--- src/rtl/gpio_in_conditioner.sv ---
// Pad input synchroniser, per-bit debounce filter and edge pulse generator
// feeding GPIOIN. Define GPIO_IN_IRQ_EN to build the sticky edge interrupt.
module gpio_in_conditioner #(
    parameter int WIDTH       = 16,
    parameter int SYNC_STAGES = 2,
    parameter int DB_CNT_W    = 8
) (
    input  logic                HCLK,
    input  logic                HRESETn,
    input  logic [WIDTH-1:0]    PIN_IN,
    input  logic [DB_CNT_W-1:0] db_limit,
    input  logic [WIDTH-1:0]    irq_mask,
    input  logic [WIDTH-1:0]    irq_clr,
    output logic [WIDTH-1:0]    GPIOIN,
    output logic [WIDTH-1:0]    rise_pulse,
    output logic [WIDTH-1:0]    fall_pulse,
    output logic [WIDTH-1:0]    irq_status,
    output logic                IRQ
);

    logic [WIDTH-1:0]    sync_q [SYNC_STAGES];
    logic [DB_CNT_W-1:0] cnt    [WIDTH];
    logic [WIDTH-1:0]    s;
    logic [WIDTH-1:0]    differ;
    logic [WIDTH-1:0]    expire;

    assign s = sync_q[SYNC_STAGES-1];

    // Metastability chain bringing the pads into the HCLK domain
    always_ff @(posedge HCLK or negedge HRESETn) begin
        if (!HRESETn) begin
            for (int k = 0; k < SYNC_STAGES; k++) begin
                sync_q[k] <= '0;
            end
        end else begin
            sync_q[0] <= PIN_IN;
            for (int k = 1; k < SYNC_STAGES; k++) begin
                sync_q[k] <= sync_q[k-1];
            end
        end
    end

    // A bit flips once it has disagreed for db_limit+1 edges in a row
    always_comb begin
        differ = s ^ GPIOIN;
        expire = '0;
        for (int i = 0; i < WIDTH; i++) begin
            expire[i] = differ[i] && (cnt[i] >= db_limit);
        end
    end

    // Stability counters; the >= compare keeps them from ever wrapping
    always_ff @(posedge HCLK or negedge HRESETn) begin
        if (!HRESETn) begin
            for (int i = 0; i < WIDTH; i++) begin
                cnt[i] <= '0;
            end
        end else begin
            for (int i = 0; i < WIDTH; i++) begin
                if (!differ[i] || expire[i]) begin
                    cnt[i] <= '0;
                end else begin
                    cnt[i] <= cnt[i] + 1'b1;
                end
            end
        end
    end

    // Clean state plus edge pulses registered on the same edge
    always_ff @(posedge HCLK or negedge HRESETn) begin
        if (!HRESETn) begin
            GPIOIN     <= '0;
            rise_pulse <= '0;
            fall_pulse <= '0;
        end else begin
            GPIOIN     <= GPIOIN ^ expire;
            rise_pulse <= expire & s;
            fall_pulse <= expire & ~s;
        end
    end

`ifdef GPIO_IN_IRQ_EN
    // Sticky edge flags; a new edge beats a coincident clear
    always_ff @(posedge HCLK or negedge HRESETn) begin
        if (!HRESETn) begin
            irq_status <= '0;
        end else begin
            irq_status <= (irq_status & ~irq_clr)
                        | ((rise_pulse | fall_pulse) & irq_mask);
        end
    end

    assign IRQ = |irq_status;
`else
    logic unused_irq_in;

    assign unused_irq_in = ^{irq_mask, irq_clr};
    assign irq_status    = '0;
    assign IRQ           = 1'b0;
`endif

endmodule

--- config.mk ---
export PLATFORM = sky130hd
export DESIGN_NAME = gpio_in_conditioner
export DESIGN_NICKNAME = d
export VERILOG_FILES = /design/src/rtl/gpio_in_conditioner.sv
export SDC_FILE = /design/constraint.sdc
export NUM_CORES = 1
export LEC_CHECK = 0
export CORE_MARGIN = 2
export CORE_UTILIZATION = 35
export CTS_BUF_LIST = sky130_fd_sc_hd__clkbuf_4 sky130_fd_sc_hd__clkbuf_8 sky130_fd_sc_hd__clkbuf_16
export DETAILED_ROUTE_END_ITERATION = 12
export SLEW_MARGIN = 20
export SYNTH_ARGS = -nofsm -noshare
export SYNTH_HDL_FRONTEND = slang
export SYNTH_SLANG_ARGS = --single-unit
--- constraint.sdc ---
create_clock -name HCLK -period 2.5 [get_ports HCLK]
set_clock_uncertainty 0.2 [all_clocks]
set_input_delay 0.5 -clock HCLK [delete_from_list [all_inputs] [get_ports HCLK]]
set_output_delay 0.5 -clock HCLK [all_outputs]
set_load 0.1 [all_outputs]
==> results by group <==
Power
  – Proportion of power drawn by the clock network: between 30% and 40%
  – Tot Pwr: about 12000 uW
  – Proportion of power drawn by combinational gates: between 20 and 30%
  – Switching power share of the total: a little over a third
  – Internal portion of total power: around 7500 uW
  – Peak ir drop on the vdd network: around 490 uV
  – Leakage power: about 0.0069 uW
  – Power per Cell Area: about 830 nW/um^2
  – NetSw: 4170 uW
  – Relative contribution of sequential cells to total power: 37.2%

STA
  – Hold Fails Final Rpt: 0
  – Maximum achievable frequency: 407 MHz
  – Setup violators final: 0
  – Period utilization: roughly 98%
  – Unrepaired setup endpoints after global routing: false
  – Final min period: roughly 2.5 ns
  – Final critical-path setup slack: about 0.045 ns
  – Pins over their slew limit: 0

GRT
  – GRT Resource Usage Total: 14.6%
  – First-pass GRT wire length: a little over 40000 um
  – Global route overflow: 0
  – Via count of the first global-routing pass: ~8200
  – Initial antenna violation count: 0
  – Largest net degree at the start of global routing: 58

Cells and area
  – Final net count: 1429
  – Most frequent cells in the layout: dfrtp_1 (208), ha_1 (144), buf_4 (114), xor2_1 (88), nand3_1 (80)
  – Number of filler cells placed in the layout: 3056
  – Share of cells above drive strength 1: 16.3%
  – Most common cell after layout, fill and taps aside: dfrtp_1
  – Footprint of the multi-input gates: around 6000 sq um
  – Antenna diode instance count: 0
  – Area taken by flip-flops and latches: ~5200 sq um
  – Synth-to-layout area growth: 23.6%

Hold path
  – Hold worst-path end: s[6]$_DFF_PN0_
  – Start point of the worst min-delay path: sync_q[22]$_DFF_PN0_
  – Hold crit path type: flip-flop to flip-flop
  – Instance count along the most critical hold path: 0

Yosys
  – Total number of yosys warnings: 0
  – Most common flop cell mapped by yosys: dfrtp_1
  – Avg Synthesized Cell Area: ~11 sq um
  – Post-synthesis sequential area ratio: between 40 and 50%
  – Synthesized instance count: between 1000 and 1500
  – Share of synthesized registers carrying an async set or reset: 100%
  – Number of flops mapped to enable cells by yosys: 0
  – Register bit total from synthesis: around 210
  – Post-synthesis cell type count: 29
  – Cell Area, Synth: between 10000 and 15000 sq um

Worst setup path
  – Data arrival time of the critical path: around 2.7 ns
  – Crit Path Max Fanout: 11
  – Slowest cell delay on critical path: roughly 0.45 ns
  – Library cell contributing the largest single delay on the critical path: clkdlybuf4s50_1
  – Reg-to-reg critical path startpoint: cnt[64]$_DFF_PN0_
  – CP Class: input port to flip-flop
  – Register-to-register setup slack: between 0.15 and 0.2 ns
  – Critical path data required time: 2.70 ns
  – Cells along the critical path: clkdlybuf4s50_1 -> buf_12 -> ha_1 -> nand2b_4 -> a2111o_1 -> a31oi_2 -> mux2_1
  – Worst setup SP type: input port
  – Worst Setup End Kind: flip-flop
  – Logic depth of the worst register-to-register path: 6

Placement
  – Gpl congestion: 0.798
  – Placed wire-length estimate after detailed placement: 16700 um
  – Count of input and output buffers: 73
  – Worst setup slack before clock tree synthesis: -0.461 ns

Clock network
  – CTS clock-pin slew for the worst setup and hold paths: roughly 0.06 ns
  – Clk_lat worst skew: ~0.52 ns
  – Max Buffers Root-to-Sink: 3
  – Clock buffer count from CTS: 26
  – Root buf cell: clkbuf_16
  – CTS H-tree lvls: 1
  – Number of sinks handled by clock tree synthesis: ~210
  – Number of buffers added to fix hold violations after cts: 1
  – Post_cts resized: 0
  – Post-CTS setup buffer count: 0
  – Clock tree from TritonCTS: built

Outcome
  – Outcome: completed

Detailed routing
  – Overall via count from detail_route: ~8200
  – Detail-routed via count per cell: approximately 4.8
  – DRC violation count after routing: 0
  – Routed wire per std cell: ~14 um
  – Antenna-violating nets left: 0
  – Total length of routed wires: ~24000 um
  – Detailed-routing iteration count for the pre-antenna-repair pass: 4
  – Iteration-0 DRC count of the detailed router: 310

Run
  – Max-cap violations: 0

Floorplanning
  – I/O pins: 123
  – Effective utilization at floorplan: a little over a third
  – Die area: between 30000 and 40000 sq um
  – Floorplan die width: about 180 um
  – Standard-cell row count: 66
  – Std-Cell Core Area: roughly 32000 sq um
  – Chip Height: ~180 um
-- synth_stat cells (24+ instances only) --
library cell | n | area share (%)
inv_1 | 31 | 1.0
nor3b_1 | 24 | 1.6
o21ai_0 | 24 | 1.1
nor2_1 | 72 | 2.4
nand2_1 | 32 | 1.1
o211ai_1 | 24 | 1.6
a21oi_1 | 64 | 2.8
ha_1 | 144 | 16
nor3_1 | 56 | 2.5
xor2_1 | 88 | 6.8
and3_1 | 40 | 2.2
dfrtp_1 | 208 | 46
nand2b_1 | 40 | 2.2
nand3_1 | 80 | 3.5
-- stage by stage --
stage	cells	area (sq um)	setup TNS [ns]	hold WS [ns]	util, %
after floorplan	1081	11500	0	0.00441	-
after global placement	1640	13200	-37.21	0.133	40.8
after detailed placement	1640	13200	-40.98	0.136	40.8
after CTS	1688	14100	0	0.149	43.7
after global routing	1688	14100	0	0.155	43.7
final	1688	14100	0	0.146	43.7
-- critical path: cells and delay by family --
family	cells	cell delay, ns
AO/OA/AOI/OAI	2	0.75
buffers and inverters	2	0.62
adder cells (fa/ha/maj)	1	0.29
AND/OR/NAND/NOR	1	0.13
multiplexers	1	0.35
-- state kept, by name, indices dropped and copies added, names as in the netlist, named ones only --
register and count:
sync_q 16, cnt 128, rise_pulse 16, fall_pulse 16
s 16
-- cells by family after synthesis --
| logic type | synth area share, % |
|---|---|
| AOI/OAI and AO/OA | 9.91 |
| muxes | 0.790 |
| xor gates and xnor gates | 7.98 |
| adders and majority gates | 15.8 |
| and+or+nand+nor | 17.2 |
| buffers and inverters | 2.67 |
| other | 0.0329 |
| DFF | 45.6 |
-- power groups by stage --
stage	combinational, uW	sequential [uW]	clock, uW
after floorplan	1780	5040	0
after global placement	3320	4390	0
after detailed placement	3390	4410	0
after CTS	3410	4350	4110
after global routing	3710	4440	4260
final	3360	4350	3990
-- routing by layer --
metal | vias up | routed length, um | global-route usage [%]
met5 | - | 0 | 0
met4 | 0 | 359 | 3.01
met3 | 29 | 859 | 2.25
met2 | 104 | 11200 | 24.3
met1 | 3926 | 11800 | 20.1
li1 | 4113 | - | -
-- area by class of cell --
| class | instances | area share [%] |
|---|---|---|
| Multi-Input combinational cell | 809 | 42.3 |
| Inverter | 31 | 0.825 |
| Timing Repair Buffer | 151 | 9.51 |
| Clock buffer | 33 | 5.24 |
| Clock inverter | 14 | 1.33 |
| Tap cell | 442 | 3.92 |
| Sequential cell | 208 | 36.9 |
-- worst max-delay path by stage --
stage | from | end | cells after the start
3_5_place_dp | db_limit[0] | flip-flop | 7
5_1_grt | db_limit[0] | flip-flop | 7
3_3_place_gp | db_limit[0] | flip-flop | 7
6_report | db_limit[0] | flip-flop | 7
4_1_cts | db_limit[0] | flip-flop | 7
2_1_floorplan | db_limit[1] | flip-flop | 5
(Power assumes the default switching activity.)
